File: config.mk
export PLATFORM = sky130hd
export DESIGN_NAME = blink_sequencer_flat
export DESIGN_NICKNAME = d
export VERILOG_FILES = /design/src/rtl/blink_sequencer_pkg.sv /design/src/rtl/blink_sequencer_if.sv /design/src/rtl/blink_step_timer.sv /design/src/rtl/blink_sequencer.sv /design/src/flat_wrapper.sv
export SDC_FILE = /design/constraint.sdc
export NUM_CORES = 1
export LEC_CHECK = 0
export CAP_MARGIN = 20
export CORE_UTILIZATION = 55
export DETAILED_ROUTE_END_ITERATION = 12
export DONT_BUFFER_PORTS = 1
export PLACE_DENSITY = 0.72
export SLEW_MARGIN = 20
export SYNTH_ARGS = -nofsm -noshare
export SYNTH_HDL_FRONTEND = slang
export SYNTH_HIERARCHICAL = 1
export SYNTH_SLANG_ARGS = --single-unit
export TNS_END_PERCENT = 20
File: constraint.sdc
create_clock -name i_clk -period 2.7 [get_ports i_clk]
set_clock_uncertainty 0.05 [all_clocks]
set_input_delay 0.81 -clock i_clk [delete_from_list [all_inputs] [get_ports i_clk]]
set_output_delay 0.81 -clock i_clk [all_outputs]
set_load 0.005 [all_outputs]
File: src/rtl/blink_sequencer_pkg.sv
// Shared types and default constants for the blink sequencer (package blink_pkg).
// Optional repeat feature is enabled by defining BLINK_SEQ_REPEAT_EN.
package blink_pkg;

  localparam int unsigned DEF_STEPS = 8;
  localparam int unsigned DEF_DUR_W = 4;
  localparam int unsigned DEF_REP_W = 4;

  typedef enum logic [1:0] {
    ST_IDLE,
    ST_LOAD,
    ST_RUN,
    ST_DONE
  } blink_seq_state_t;

  typedef struct packed {
    logic                 level;
    logic [DEF_DUR_W-1:0] dur;
  } step_t;

endpackage

File: src/rtl/blink_sequencer_if.sv
// Control/status bundle between a host and blink_sequencer.
// i_repeat exists only when BLINK_SEQ_REPEAT_EN is defined.
interface blink_sequencer_if
  import blink_pkg::*;
#(
  parameter int unsigned STEPS = DEF_STEPS,
  parameter int unsigned DUR_W = DEF_DUR_W,
  parameter int unsigned REP_W = DEF_REP_W
);

  logic                     i_tick;
  logic                     i_start;
  logic                     i_abort;
  logic                     i_wr_en;
  logic [$clog2(STEPS)-1:0] i_wr_addr;
  logic [DUR_W:0]           i_wr_data;
`ifdef BLINK_SEQ_REPEAT_EN
  logic [REP_W-1:0]         i_repeat;
`endif
  logic                     o_out;
  logic                     o_busy;
  logic                     o_done;
  logic [$clog2(STEPS)-1:0] o_step;

  modport master (
`ifdef BLINK_SEQ_REPEAT_EN
    output i_repeat,
`endif
    output i_tick, i_start, i_abort, i_wr_en, i_wr_addr, i_wr_data,
    input  o_out, o_busy, o_done, o_step
  );

  modport slave (
`ifdef BLINK_SEQ_REPEAT_EN
    input  i_repeat,
`endif
    input  i_tick, i_start, i_abort, i_wr_en, i_wr_addr, i_wr_data,
    output o_out, o_busy, o_done, o_step
  );

endinterface

File: src/rtl/blink_step_timer.sv
// Loadable down-counter with tick enable; expire flags the tick that ends a step.
module blink_step_timer #(
  parameter int unsigned W = 4
) (
  input  logic         clk,
  input  logic         rst,
  input  logic         clear,
  input  logic         load,
  input  logic [W-1:0] load_val,
  input  logic         tick,
  output logic         expire
);

  logic [W-1:0] count;

  always_ff @(posedge clk or posedge rst) begin
    if (rst) begin
      count <= '0;
    end else if (clear) begin
      count <= '0;
    end else if (load) begin
      count <= load_val;
    end else if (tick && (count != '0)) begin
      count <= count - 1'b1;
    end
  end

  assign expire = tick && (count == W'(1));

endmodule

File: src/rtl/blink_sequencer.sv
// Programmable {level, duration} blink sequencer driven by a 1 Hz tick.
// BLINK_SEQ_REPEAT_EN adds i_repeat and a repeat counter (passes = i_repeat+1).
module blink_sequencer
  import blink_pkg::*;
#(
  parameter int unsigned STEPS = DEF_STEPS,
  parameter int unsigned DUR_W = DEF_DUR_W,
  parameter int unsigned REP_W = DEF_REP_W
) (
  input  logic               i_clk,
  input  logic               i_rst,
  blink_sequencer_if.slave   bus
);

  localparam int unsigned IW = $clog2(STEPS);

  logic [DUR_W:0]   prog [STEPS];
  blink_seq_state_t state;
  logic [IW-1:0]    index;
  logic             out_r;
  logic             busy_r;
  logic             done_r;
  logic             rep_more;

  logic [DUR_W:0]   cur;
  logic [DUR_W-1:0] cur_dur;
  logic             cur_lvl;
  logic             expire;
  logic             tmr_load;
  logic             tmr_tick;

`ifdef BLINK_SEQ_REPEAT_EN
  logic [REP_W-1:0] rep_cnt;
  assign rep_more = (rep_cnt != '0);
`else
  assign rep_more = 1'b0;
`endif

  assign cur     = prog[index];
  assign cur_dur = cur[DUR_W-1:0];
  assign cur_lvl = cur[DUR_W];

  // Ticks only count in RUN, so a tick landing in LOAD is dropped.
  assign tmr_load = (state == ST_LOAD) && (cur_dur != '0) && !bus.i_abort;
  assign tmr_tick = bus.i_tick && (state == ST_RUN) && !bus.i_abort;

  blink_step_timer #(
    .W (DUR_W)
  ) u_timer (
    .clk      (i_clk),
    .rst      (i_rst),
    .clear    (bus.i_abort),
    .load     (tmr_load),
    .load_val (cur_dur),
    .tick     (tmr_tick),
    .expire   (expire)
  );

  // Writes only while not busy (IDLE or DONE).
  always_ff @(posedge i_clk or posedge i_rst) begin
    if (i_rst) begin
      for (int unsigned i = 0; i < STEPS; i++) begin
        prog[i] <= '0;
      end
    end else if (bus.i_wr_en && !busy_r) begin
      prog[bus.i_wr_addr] <= bus.i_wr_data;
    end
  end

  always_ff @(posedge i_clk or posedge i_rst) begin
    if (i_rst) begin
      state  <= ST_IDLE;
      index  <= '0;
      out_r  <= 1'b0;
      busy_r <= 1'b0;
      done_r <= 1'b0;
`ifdef BLINK_SEQ_REPEAT_EN
      rep_cnt <= '0;
`endif
    end else begin
      done_r <= 1'b0;
      if (bus.i_abort) begin
        state  <= ST_IDLE;
        index  <= '0;
        out_r  <= 1'b0;
        busy_r <= 1'b0;
      end else begin
        case (state)
          ST_IDLE: begin
            out_r <= 1'b0;
            index <= '0;
            if (bus.i_start) begin
              state  <= ST_LOAD;
              busy_r <= 1'b1;
`ifdef BLINK_SEQ_REPEAT_EN
              rep_cnt <= bus.i_repeat;
`endif
            end
          end
          ST_LOAD: begin
            if (cur_dur == '0) begin
              // End-of-pass on a zero-duration marker.
              if (rep_more) begin
`ifdef BLINK_SEQ_REPEAT_EN
                rep_cnt <= rep_cnt - 1'b1;
`endif
                index <= '0;
                state <= ST_LOAD;
              end else begin
                state  <= ST_DONE;
                done_r <= 1'b1;
                out_r  <= 1'b0;
                busy_r <= 1'b0;
              end
            end else begin
              out_r <= cur_lvl;
              state <= ST_RUN;
            end
          end
          ST_RUN: begin
            if (expire) begin
              if (index == IW'(STEPS - 1)) begin
                if (rep_more) begin
`ifdef BLINK_SEQ_REPEAT_EN
                  rep_cnt <= rep_cnt - 1'b1;
`endif
                  index <= '0;
                  state <= ST_LOAD;
                end else begin
                  state  <= ST_DONE;
                  done_r <= 1'b1;
                  out_r  <= 1'b0;
                  busy_r <= 1'b0;
                end
              end else begin
                index <= index + 1'b1;
                state <= ST_LOAD;
              end
            end
          end
          ST_DONE: begin
            index <= '0;
            state <= ST_IDLE;
          end
          default: begin
            state <= ST_IDLE;
          end
        endcase
      end
    end
  end

  assign bus.o_out  = out_r;
  assign bus.o_busy = busy_r;
  assign bus.o_done = done_r;
  assign bus.o_step = index;

endmodule

File: src/flat_wrapper.sv
// flat-port wrapper written by rule: the top's interface ports become plain ports
module blink_sequencer_flat import blink_pkg::*;
#(
  parameter int unsigned STEPS = DEF_STEPS,
  parameter int unsigned DUR_W = DEF_DUR_W,
  parameter int unsigned REP_W = DEF_REP_W
)
  (i_clk, i_rst, bus_i_tick, bus_i_start, bus_i_abort, bus_i_wr_en, bus_i_wr_addr, bus_i_wr_data, bus_o_out, bus_o_busy, bus_o_done, bus_o_step);
  blink_sequencer_if #(.STEPS(STEPS), .DUR_W(DUR_W), .REP_W(REP_W)) bus_i ();
  input  logic i_clk;
  input  logic i_rst;
  input wire logic [$bits(bus_i.i_tick)-1:0] bus_i_tick;
  input wire logic [$bits(bus_i.i_start)-1:0] bus_i_start;
  input wire logic [$bits(bus_i.i_abort)-1:0] bus_i_abort;
  input wire logic [$bits(bus_i.i_wr_en)-1:0] bus_i_wr_en;
  input wire logic [$bits(bus_i.i_wr_addr)-1:0] bus_i_wr_addr;
  input wire logic [$bits(bus_i.i_wr_data)-1:0] bus_i_wr_data;
  output wire logic [$bits(bus_i.o_out)-1:0] bus_o_out;
  output wire logic [$bits(bus_i.o_busy)-1:0] bus_o_busy;
  output wire logic [$bits(bus_i.o_done)-1:0] bus_o_done;
  output wire logic [$bits(bus_i.o_step)-1:0] bus_o_step;
  assign bus_i.i_tick = bus_i_tick;
  assign bus_i.i_start = bus_i_start;
  assign bus_i.i_abort = bus_i_abort;
  assign bus_i.i_wr_en = bus_i_wr_en;
  assign bus_i.i_wr_addr = bus_i_wr_addr;
  assign bus_i.i_wr_data = bus_i_wr_data;
  assign bus_o_out = bus_i.o_out;
  assign bus_o_busy = bus_i.o_busy;
  assign bus_o_done = bus_i.o_done;
  assign bus_o_step = bus_i.o_step;
  blink_sequencer #(.STEPS(STEPS), .DUR_W(DUR_W), .REP_W(REP_W)) u_core (.i_clk(i_clk), .i_rst(i_rst), .bus(bus_i));
endmodule
==> results of run 1 <==
## Yosys cell counts, types with 2 or more instances
library cell / count / share of area, %
sky130_fd_sc_hd__a211oi_1: 2 / 0.56
sky130_fd_sc_hd__a21oi_1: 7 / 1.3
sky130_fd_sc_hd__a311oi_1: 2 / 0.65
sky130_fd_sc_hd__dfrtp_1: 52 / 48
sky130_fd_sc_hd__ha_1: 9 / 4.2
sky130_fd_sc_hd__inv_1: 12 / 1.7
sky130_fd_sc_hd__mux2_1: 5 / 2.1
sky130_fd_sc_hd__mux2_2: 38 / 16
sky130_fd_sc_hd__mux2i_1: 2 / 0.74
sky130_fd_sc_hd__mux4_1: 7 / 6.8
sky130_fd_sc_hd__mux4_2: 3 / 2.5
sky130_fd_sc_hd__nand2_1: 12 / 1.7
sky130_fd_sc_hd__nand3_1: 5 / 0.93
sky130_fd_sc_hd__nor2_1: 9 / 1.3
sky130_fd_sc_hd__nor2b_1: 3 / 0.70
sky130_fd_sc_hd__nor3_1: 5 / 0.93
sky130_fd_sc_hd__nor3b_1: 3 / 0.84
sky130_fd_sc_hd__o21ai_0: 2 / 0.37
## routing by layer
| metal | GRT usage, % | vias to the layer above | part of all wire, % |
|---|---|---|---|
| li1 | - | 777 | - |
| met1 | 28.1 | 832 | 41 |
| met2 | 40.6 | 50 | 50 |
| met3 | 7.36 | 15 | 6.9 |
| met4 | 11.8 | 0 | 2.9 |
| met5 | 0 | - | 0 |
## flip-flops by register name, indices dropped and copies added, names as in the netlist
name / count
u_core/prog: 40
u_core/state: 2
u_core/u_timer/count: 4
u_core/bus.o_out: 1
u_core/bus.o_step: 3
u_core/bus.o_busy: 1
u_core/bus.o_done: 1
## cells by family (layout without fill, tap and decap cells)
kind of cell    after synthesis  count (layout)  synth area share, %
compound gates               24              24                 6.96
mux                          56              56                 28.6
simple gates                 45              45                 8.82
buf+inv                      16              28                 3.16
fa+ha+maj                     9               9                 4.18
flops                        52              52                 48.3
## per-stage QoR
step	util (%)	power (W)	setup WS, ns	hold slack, ns
2_1_floorplan	-	0.00200	0.132	0.399
3_3_place_gp	59.3	0.00219	0.196	0.418
3_5_place_dp	59.3	0.00226	0.124	0.430
4_1_cts	61.1	0.00269	0.0962	0.208
5_1_grt	61.1	0.00284	0.00628	0.205
6_report	61.1	0.00267	0.121	0.209
## cell type report
class / count / share of cell area (%)
multi-input combinational: 134 / 45.3
sequential: 52 / 45.1
tap: 67 / 2.90
clock buffer: 5 / 2.38
timing repair buffer: 8 / 2.08
inverter: 12 / 1.56
clock inverter: 3 / 0.650
## worst register-to-register path: stages (launching register included)
cell and delay, ns:
sky130_fd_sc_hd__dfrtp_1 0.42, sky130_fd_sc_hd__buf_4 0.21, sky130_fd_sc_hd__mux4_2 0.52, sky130_fd_sc_hd__mux2_4 0.29, sky130_fd_sc_hd__o41a_1 0.42, sky130_fd_sc_hd__buf_4 0.17
sky130_fd_sc_hd__a2111oi_2 0.28, sky130_fd_sc_hd__a311o_1 0.16
## final timing paths
check                                          end  cells after the start                 start  slack (ns)
setup / recovery           u_core/u_timer/count[1]                      7  u_core/bus.o_step[0]        0.12
hold / removal             u_core/u_timer/count[0]                      1                 i_rst        0.21
setup reg to reg           u_core/u_timer/count[1]                      7  u_core/bus.o_step[0]        0.12
hold reg to reg                    u_core/prog[36]                      1       u_core/prog[36]        0.46
max in group asynchronous          u_core/prog[27]                      2                 i_rst        1.78
min in group i_clk                 u_core/prog[36]                      1       u_core/prog[36]        0.46
## power groups by stage
stage                     clock [W]  sequential [W]  combinational [W]
after detailed placement          0         0.00126           0.000997
after global placement            0         0.00123           0.000951
after floorplan                   0         0.00118           0.000820
after CTS                  0.000439         0.00125            0.00100
final                      0.000425         0.00125           0.000989
after global routing       0.000466         0.00128            0.00109
==> impl_results.rst, run 1 <==
.. list-table::
   :header-rows: 1

   * - Metric
     - Value
   * - Result of the run
     - finished, final reports clean
   * - Number of standard cells after synthesis
     - 202
   * - Routed vias
     - 1674
   * - Clock share of power
     - 16.0%
   * - Cell at the root of the clock tree
     - sky130_fd_sc_hd__clkbuf_8
   * - Library cell appearing most often on the critical path
     - sky130_fd_sc_hd__buf_4
   * - Sw power
     - 0.000867 W
   * - Total routing usage reported by global routing
     - 24.1%
   * - Post-synthesis area per instance
     - 13.3 um^2
   * - Hpwl dp
     - 4.21 mm
   * - Net total in the final layout
     - 236
   * - Post-synth net total
     - 225
   * - Critical path buffers and inverters
     - 2
   * - Drt first pass iters
     - 4
   * - Total DRC errors in the routed layout
     - 0
   * - Switching Fraction
     - 32.5%
   * - Final count of pins violating max slew
     - 0
   * - Nature of the critical path startpoint
     - register
   * - Leakage
     - 1.23 nW
   * - Via count normalized by instance count
     - 5.96
   * - Setup-violating endpoint count in the final report
     - 0
   * - Hold buffers post-CTS
     - 0
   * - 1st-iter DRT viols
     - 84
   * - Largest net degree at the start of global routing
     - 21
   * - Overall die area
     - 5180 um^2
   * - Unrepaired setup endpoints after global routing
     - no
   * - Gate family responsible for the most delay along the worst path
     - compound AO/OA/AOI/OAI gates
   * - Worst Path Max Fanout
     - 8
   * - Average wire per standard cell
     - 19.3 um
   * - Aggregate global routing overflow
     - 0
   * - Final cell count without fillers
     - 281
   * - Count of boundary I/O pins
     - 20
   * - Instance area at placement
     - 2800 um^2
   * - Post-route design area
     - 2890 um^2
   * - Clock latency of the later-clocked register in the worst-skew pair
     - 0.30 ns
   * - Synth Flop Type
     - sky130_fd_sc_hd__dfrtp_1
   * - Clock net sink count
     - 52
   * - Number of unique standard cell types used by synthesis
     - 42
   * - Min Clock Period, post-route
     - 2.58 ns
   * - Comb pwr share
     - 37.1%
   * - Total Negative Setup Slacks
     - 0 ns
   * - IO buf count
     - 0
   * - Via count of the first global-routing pass
     - 1733
   * - Post-synth EDFFs
     - 0
   * - Critical path start-end classification
     - reg -> reg
   * - TritonCTS buffer count
     - 5
   * - Core region area
     - 4720 um^2
   * - Number of max-capacitance violations reported
     - 0
   * - Final Routed Wirelength
     - 5.42 mm
   * - Critical path's slowest cell
     - sky130_fd_sc_hd__mux4_2
   * - Commonest non-fill, non-tap cells in the layout
     - sky130_fd_sc_hd__dfrtp_1 (52), sky130_fd_sc_hd__mux2_2 (38), sky130_fd_sc_hd__nand2_1 (12)
   * - Type of destination of the critical path
     - register
   * - First-pass GRT wire length
     - 8.96 mm
   * - Post-synth ARST share
     - 100%
   * - Routability congestion estimate from global placement
     - 0.850
   * - Die X
     - 72 um
   * - Worst vdd rail ir drop
     - 0.421 mV
   * - Sequential group share of total power
     - 46.9%
   * - Synthesis Warnings
     - 6
   * - Total area of multi-input combinational cells
     - 1310 um^2
   * - Post-synthesis register bit count
     - 52
   * - Post-synthesis sequential area ratio
     - 48.3%
   * - Ratio of cells with drive above 1 in the final layout
     - 30.8%
   * - Number of nets with antenna violations after detailed routing
     - 0
   * - Number of instances in the placed design
     - 273
   * - Tightest Hold Check Type
     - in -> async
   * - Cell-by-cell listing of the critical path
     - buf_4 -> mux4_2 -> mux2_4 -> o41a_1 -> buf_4 -> a2111oi_2 -> a311o_1
   * - Transition time at the pin with the least slew margin
     - 0.635 ns
   * - Clock H-tree levels
     - 2
   * - Row count
     - 25
   * - Antenna violations before repair
     - 0
   * - Ratio of final minimum period to clock period
     - 95.5%
   * - Storage element area
     - 1300 um^2
   * - Most common library cell in the layout ignoring fill and taps
     - sky130_fd_sc_hd__dfrtp_1
   * - Y dimension of the die
     - 72 um
   * - Max clock buf depth
     - 2
   * - Power per cell area
     - 923 nW/um^2
   * - Number of gates given a new drive strength after cts
     - 0
   * - Final hold violations
     - 0
   * - Internal Pwr Total
     - 0.00180 W
   * - Max frequency
     - 388 MHz
   * - Clock tree from TritonCTS
     - built
   * - Data arrival time at the worst-slack endpoint
     - 2.77 ns
   * - Clock-pin slew on the worst setup and hold paths
     - 0.09 ns
   * - Max transition margin
     - 57.5%
   * - Post-CTS Setup Repair Bufs
     - 0
   * - Diodes inserted
     - 0
   * - Post-synthesis instance area
     - 2700 um^2
   * - Area growth from synthesis to layout
     - 7.10%
   * - Starting Density
     - 57.1%
   * - Fillcell total
     - 357
   * - Worst path max stage delay
     - 0.52 ns
   * - WP data required
     - 2.90 ns
Power figures use the tool's default switching activity.
==> run 2, diff against run 1 <==
--- a/config.mk
+++ b/config.mk
@@ -6,6 +6,7 @@
 export NUM_CORES = 1
 export LEC_CHECK = 0
 export CAP_MARGIN = 20
+export CORE_MARGIN = 2
 export CORE_UTILIZATION = 55
 export DETAILED_ROUTE_END_ITERATION = 12
 export DONT_BUFFER_PORTS = 1
==> run 2 against run 1 <==
  * Clock power up 31%
  * Critical endpoint unchanged
  * Critical path depth unchanged
  * Largest power group unchanged
  * Via count is 0.30% lower
  * Power increased by 5.5%
  * Global-route usage shrank 2.6 points
  * Sequential power hardly changed
==> impl_results.rst, run 2 (synthesis results as in run 1) <==
.. list-table::
   :header-rows: 1

   * - Metric
     - Value
   * - Result of the run
     - finished, final reports clean
   * - Die X
     - 74 um (+2.8%)
   * - Row count
     - 25 (unchanged)
   * - Storage element area
     - 1300 um^2 (unchanged)
   * - Nature of the critical path startpoint
     - register
   * - Number of nets with antenna violations after detailed routing
     - 0 (unchanged)
   * - Power per cell area
     - 956 nW/um^2 (+3.5%)
   * - Via count of the first global-routing pass
     - 1733 (unchanged)
   * - Area growth from synthesis to layout
     - 9.10%
   * - Type of destination of the critical path
     - register
   * - Number of max-capacitance violations reported
     - 0 (unchanged)
   * - Total Negative Setup Slacks
     - 0 ns (unchanged)
   * - Clock tree from TritonCTS
     - built
   * - Ratio of cells with drive above 1 in the final layout
     - 30.7% (-0.14 points)
   * - Cell-by-cell listing of the critical path
     - buf_4 -> mux4_2 -> mux2_4 -> o41a_1 -> buf_4 -> a2111oi_2 -> a311o_1
   * - Post-route total power
     - 0.00281 W (+5.5%)
   * - Routed vias
     - 1669 (-0.30%)
   * - Tightest Hold Check Type
     - in -> async
   * - Commonest non-fill, non-tap cells in the layout
     - sky130_fd_sc_hd__dfrtp_1 (52), sky130_fd_sc_hd__mux2_2 (38), sky130_fd_sc_hd__nand2_1 (12)
   * - Worst Path Max Fanout
     - 7 (-1)
   * - Overall die area
     - 5480 um^2 (+5.6%)
   * - Final Routed Wirelength
     - 5.20 mm (-4.0%)
   * - Y dimension of the die
     - 74 um (+2.8%)
   * - Leakage
     - 1.25 nW (+1.7%)
   * - 1st-iter DRT viols
     - 51 (-39%)
   * - Most common library cell in the layout ignoring fill and taps
     - sky130_fd_sc_hd__dfrtp_1
   * - Largest net degree at the start of global routing
     - 26 (+24%)
   * - Cell at the root of the clock tree
     - sky130_fd_sc_hd__clkbuf_8
   * - Aggregate global routing overflow
     - 0 (unchanged)
   * - Instance area at placement
     - 2820 um^2 (+0.72%)
   * - Slack of the worst reg-to-reg path
     - 0.13 ns (about the same)
   * - Total DRC errors in the routed layout
     - 0 (unchanged)
   * - Register with the most flip-flops
     - u_core/prog
   * - First-pass GRT wire length
     - 8.56 mm (-4.4%)
   * - Number of gates given a new drive strength after cts
     - 0 (unchanged)
   * - Post-route design area
     - 2940 um^2 (+1.9%)
   * - IO buf count
     - 0 (unchanged)
   * - Critical path's slowest cell
     - sky130_fd_sc_hd__mux4_2
   * - Antenna violations before repair
     - 0 (unchanged)
   * - Transition time at the pin with the least slew margin
     - 0.914 ns (+0.279 ns)
   * - Core region area
     - 4720 um^2 (unchanged)
   * - Max clock buf depth
     - 2 (unchanged)
   * - Post-CTS Setup Repair Bufs
     - 0 (unchanged)
   * - Data arrival time at the worst-slack endpoint
     - 2.76 ns (about the same)
   * - Count of boundary I/O pins
     - 20 (unchanged)
   * - Diodes inserted
     - 0 (unchanged)
   * - Via count normalized by instance count
     - 5.92 (-0.65%)
   * - Clock H-tree levels
     - 2 (unchanged)
   * - Total routing usage reported by global routing
     - 21.5% (-2.6 points)
   * - Clock latency of the later-clocked register in the worst-skew pair
     - 0.31 ns (about the same)
   * - Total area of multi-input combinational cells
     - 1310 um^2 (unchanged)
   * - Critical path start-end classification
     - reg -> reg
   * - Worst path max stage delay
     - 0.51 ns (about the same)
   * - Starting Density
     - 57.1% (unchanged)
   * - Clock-pin slew on the worst setup and hold paths
     - 0.09 ns (about the same)
   * - Hold buffers post-CTS
     - 0 (unchanged)
   * - Final count of pins violating max slew
     - 0 (unchanged)
   * - Max frequency
     - 389 MHz (+0.35%)
   * - Library cell appearing most often on the critical path
     - sky130_fd_sc_hd__buf_4
   * - WP data required
     - 2.89 ns (about the same)
   * - Min Clock Period, post-route
     - 2.57 ns (-0.00911 ns)
   * - Final hold violations
     - 0 (unchanged)
   * - Net total in the final layout
     - 237 (+0.42%)
   * - Fillcell total
     - 346 (-3.1%)
   * - Max transition margin
     - 38.7% (-19 points)
   * - Hpwl dp
     - 3.92 mm (-6.8%)
   * - Routability congestion estimate from global placement
     - 0.913 (+7.4%)
   * - Unrepaired setup endpoints after global routing
     - no
   * - Ratio of final minimum period to clock period
     - 95.2% (-0.34 points)
   * - Number of flip-flops under the largest register name
     - 40 (unchanged)
   * - TritonCTS buffer count
     - 5 (unchanged)
   * - Setup-violating endpoint count in the final report
     - 0 (unchanged)
   * - Clock net sink count
     - 52 (unchanged)
   * - Average wire per standard cell
     - 18.4 um (-4.4%)
   * - Drt first pass iters
     - 5 (+1)
   * - Worst vdd rail ir drop
     - 0.444 mV (+5.6%)
==> run 2: cell types whose count changed in the layout (fill, tap and decap cells not counted) <==
cell / before / now
sky130_fd_sc_hd__buf_12: 0 / 1
sky130_fd_sc_hd__inv_2: 1 / 0
sky130_fd_sc_hd__clkbuf_8: 5 / 6
sky130_fd_sc_hd__bufinv_16: 0 / 1
sky130_fd_sc_hd__clkinv_1: 0 / 1
sky130_fd_sc_hd__clkinv_2: 2 / 0
==> run 2: critical path, delay by kind of cell, from the launching register on <==
kind	cells	cell delay, ns
muxes	2	0.80
AOI/OAI and AO/OA	3	0.86
DFF	1	0.42
buffers and inverters	2	0.37
==> run 2: report_power, final <==
part	internal [W]	total [W]	switching, W
Clock	0.000303	0.000556	0.000253
Sequential	0.00105	0.00124	0.000182
Combinational	0.000577	0.00102	0.000442
Total	0.00193	0.00281	0.000877
==> run 2: per-stage QoR <==
stage | util [%] | hold slack [ns] | instances | setup WS (ns)
finish | 62.3 | 0.210 | 282 | 0.130
global route | 62.3 | 0.194 | 282 | 0.00126
CTS | 62.3 | 0.205 | 282 | 0.141
detailed placement | 59.7 | 0.424 | 274 | 0.158
global placement | 59.7 | 0.421 | 274 | 0.234
floorplan | - | 0.399 | 202 | 0.132
==> run 2: routing by layer <==
layer  global-route usage (%)  wire, um  vias to the layer above
met3                     4.88       235                        7
li1                         -         -                      780
met4                     7.88        69                        0
met5                        0         0                        -
met1                     26.7      2250                      848
met2                     36.9      2650                       34
==> run 2: worst paths after layout <==
path                                      start                 endpoint  depth (start not counted)
hold reg to reg                  u_core/prog[2]           u_core/prog[2]                          1
setup / recovery           u_core/bus.o_step[0]  u_core/u_timer/count[1]                          7
hold / removal                            i_rst  u_core/u_timer/count[3]                          1
setup reg to reg           u_core/bus.o_step[0]  u_core/u_timer/count[1]                          7
max in group asynchronous                 i_rst     u_core/bus.o_step[0]                          2
min in group i_clk               u_core/prog[2]           u_core/prog[2]                          1
==> run 2: layout make-up <==
cell class	count	share of cell area (%)
tap	67	2.85
inverter	12	1.53
clock inverter	2	1.32
timing repair buffer	9	2.72
sequential	52	44.3
clock buffer	6	2.81
multi-input combinational	134	44.5
==> run 3, diff against run 2 <==
--- a/config.mk
+++ b/config.mk
@@ -10,7 +10,7 @@
 export CORE_UTILIZATION = 55
 export DETAILED_ROUTE_END_ITERATION = 12
 export DONT_BUFFER_PORTS = 1
-export PLACE_DENSITY = 0.72
+export PLACE_DENSITY = 0.69
 export SLEW_MARGIN = 20
 export SYNTH_ARGS = -nofsm -noshare
 export SYNTH_HDL_FRONTEND = slang
==> constraint.sdc (replaced) <==
create_clock -name i_clk -period 3.3 [get_ports i_clk]
set_clock_uncertainty 0.05 [all_clocks]
set_input_delay 0.99 -clock i_clk [delete_from_list [all_inputs] [get_ports i_clk]]
set_output_delay 0.99 -clock i_clk [all_outputs]
set_load 0.005 [all_outputs]
==> run 3 against run 2 <==
  * Fmax down 11%
  * Cell count is 2.5% lower
  * Sequential power shrank 17%
  * Largest power group unchanged
==> impl_results.rst, run 3 (synthesis results as in run 1) <==
.. list-table::
   :header-rows: 1

   * - Metric
     - Value
   * - Antenna violations before repair
     - 0 (unchanged)
   * - Max clock buf depth
     - 2 (unchanged)
   * - Tightest Hold Check Type
     - in -> async
   * - Register with the most flip-flops
     - u_core/prog
   * - Data arrival time at the worst-slack endpoint
     - 3.02 ns (+0.26 ns)
   * - Row count
     - 25 (unchanged)
   * - Max transition margin
     - 44.7% (+6.0 points)
   * - Internal Pwr Total
     - 0.00153 W (-21%)
   * - Diodes inserted
     - 0 (unchanged)
   * - Aggregate global routing overflow
     - 0 (unchanged)
   * - Clock net sink count
     - 52 (unchanged)
   * - Net total in the final layout
     - 232 (-2.1%)
   * - Total DRC errors in the routed layout
     - 0 (unchanged)
   * - Result of the run
     - finished, final reports clean
   * - Cell at the root of the clock tree
     - sky130_fd_sc_hd__clkbuf_8
   * - IO buf count
     - 0 (unchanged)
   * - Slack of the worst reg-to-reg path
     - 0.41 ns (+0.28 ns)
   * - Drt first pass iters
     - 4 (-1)
   * - Nature of the critical path startpoint
     - register
   * - Comb pwr share
     - 35.2% (-1.1 points)
   * - Clock latency of the later-clocked register in the worst-skew pair
     - 0.30 ns (about the same)
   * - Fillcell total
     - 368 (+6.4%)
   * - Number of nets with antenna violations after detailed routing
     - 0 (unchanged)
   * - Leakage
     - 1.21 nW (-3.2%)
   * - Hold buffers post-CTS
     - 0 (unchanged)
   * - Final cell count without fillers
     - 275 (-2.5%)
   * - Commonest non-fill, non-tap cells in the layout
     - sky130_fd_sc_hd__dfrtp_1 (52), sky130_fd_sc_hd__mux2_2 (38), sky130_fd_sc_hd__nand2_1 (12)
   * - Sequential group share of total power
     - 46.5% (+2.5 points)
   * - Transition time at the pin with the least slew margin
     - 0.830 ns (-0.0836 ns)
   * - Largest net degree at the start of global routing
     - 49 (+88%)
   * - Total Negative Setup Slacks
     - 0 ns (unchanged)
   * - Clock-pin slew on the worst setup and hold paths
     - 0.09 ns (about the same)
   * - Critical path start-end classification
     - reg -> reg
   * - Clock tree from TritonCTS
     - built
   * - Via count of the first global-routing pass
     - 1755 (+1.3%)
   * - Starting Density
     - 57.1% (unchanged)
   * - Worst hold slack after final layout
     - 0.392 ns (+0.182 ns)
   * - Number of gates given a new drive strength after cts
     - 0 (unchanged)
   * - Routed vias
     - 1656 (-0.78%)
   * - Die X
     - 74 um (unchanged)
   * - Unrepaired setup endpoints after global routing
     - no
   * - Via count normalized by instance count
     - 6.02 (+1.7%)
   * - Count of boundary I/O pins
     - 20 (unchanged)
   * - Clock share of power
     - 18.3% (-1.5 points)
   * - Type of destination of the critical path
     - register
   * - Worst Path Max Fanout
     - 10 (+3)
   * - Final Routed Wirelength
     - 5.21 mm (+0.23%)
   * - Worst vdd rail ir drop
     - 0.338 mV (-24%)
   * - Total routing usage reported by global routing
     - 21.4% (-0.095 points)
   * - Clock H-tree levels
     - 2 (unchanged)
   * - First-pass GRT wire length
     - 8.59 mm (+0.33%)
   * - Final count of pins violating max slew
     - 0 (unchanged)
   * - Overall die area
     - 5480 um^2 (unchanged)
   * - 1st-iter DRT viols
     - 85 (+67%)
   * - Ratio of cells with drive above 1 in the final layout
     - 28.8% (-1.9 points)
   * - Number of instances in the placed design
     - 269 (-1.8%)
   * - Fin worst setup slack
     - 0.411 ns (+0.281 ns)
   * - Hpwl dp
     - 3.96 mm (+1.0%)
   * - Worst slack at placement
     - 0.415 ns (+0.257 ns)
   * - Post-CTS Setup Repair Bufs
     - 0 (unchanged)
   * - Core region area
     - 4720 um^2 (unchanged)
   * - Number of max-capacitance violations reported
     - 0 (unchanged)
   * - WP data required
     - 3.44 ns (+0.55 ns)
   * - Final hold violations
     - 0 (unchanged)
   * - Number of flip-flops under the largest register name
     - 40 (unchanged)
   * - Sw power
     - 0.000692 W (-21%)
   * - Setup-violating endpoint count in the final report
     - 0 (unchanged)
   * - Min Clock Period, post-route
     - 2.89 ns (+0.319 ns)
   * - Post-route total power
     - 0.00222 W (-21%)
   * - Power per cell area
     - 774 nW/um^2 (-19%)
   * - Y dimension of the die
     - 74 um (unchanged)
   * - Routability congestion estimate from global placement
     - 0.869 (-4.8%)
   * - Max frequency
     - 346 MHz (-11%)
   * - TritonCTS buffer count
     - 5 (unchanged)
   * - Most common library cell in the layout ignoring fill and taps
     - sky130_fd_sc_hd__dfrtp_1
   * - Area growth from synthesis to layout
     - 6.45%
   * - Ratio of final minimum period to clock period
     - 87.5% (-7.6 points)
   * - Average wire per standard cell
     - 19.0 um (+2.8%)
   * - Switching Fraction
     - 31.2% (about the same)
run 3: area by class of cell:
| type | instances | area [um^2] | share of cell area (%) |
|---|---|---|---|
| multi-input combinational | 134 | 1310 | 45.6 |
| timing repair buffer | 4 | 30.0 | 1.05 |
| tap | 67 | 83.8 | 2.92 |
| inverter | 12 | 46.3 | 1.61 |
| sequential | 52 | 1300 | 45.4 |
| clock buffer | 5 | 68.8 | 2.40 |
| clock inverter | 1 | 30.0 | 1.05 |
run 3: routing by layer:
| metal | GRT usage [%] | part of all wire (%) |
|---|---|---|
| met4 | 5.05 | 0.98 |
| met5 | 0 | 0 |
| met2 | 38.7 | 53 |
| met1 | 25.8 | 42 |
| met3 | 5.15 | 3.9 |
run 3: metrics by stage:
stage / util [%] / cell area, um^2
3_5_place_dp: 58.6 / 2770
5_1_grt: 60.7 / 2870
6_report: 60.7 / 2870
3_3_place_gp: 58.6 / 2770
4_1_cts: 60.7 / 2870
2_1_floorplan: - / 2700
run 3: power groups by stage:
stage                     sequential (W)  combinational [W]  clock, W
after global placement           0.00102           0.000744         0
final                            0.00103           0.000781  0.000406
after floorplan                 0.000962           0.000671         0
after detailed placement         0.00105           0.000779         0
after CTS                        0.00103           0.000786  0.000420
after global routing             0.00106           0.000860  0.000444
run 3: path summary, 6_finish.rpt:
path | endpoint | from | cells after the start
min in group i_clk | u_core/prog[0] | u_core/prog[0] | 1
worst min-delay path | u_core/u_timer/count[1] | i_rst | 1
worst max register to register | u_core/u_timer/count[1] | u_core/bus.o_step[0] | 6
worst min register to register | u_core/prog[0] | u_core/prog[0] | 1
worst max-delay path | u_core/u_timer/count[1] | u_core/bus.o_step[0] | 6
max in group asynchronous | u_core/prog[35] | i_rst | 1
run 3: critical path, cell delays in order (launching register included):
cell	delay [ns]
sky130_fd_sc_hd__dfrtp_1	0.65
sky130_fd_sc_hd__mux4_1	0.62
sky130_fd_sc_hd__mux2_2	0.31
sky130_fd_sc_hd__o41a_1	0.56
sky130_fd_sc_hd__inv_1	0.18
sky130_fd_sc_hd__nor3b_1	0.08
sky130_fd_sc_hd__a311o_1	0.33
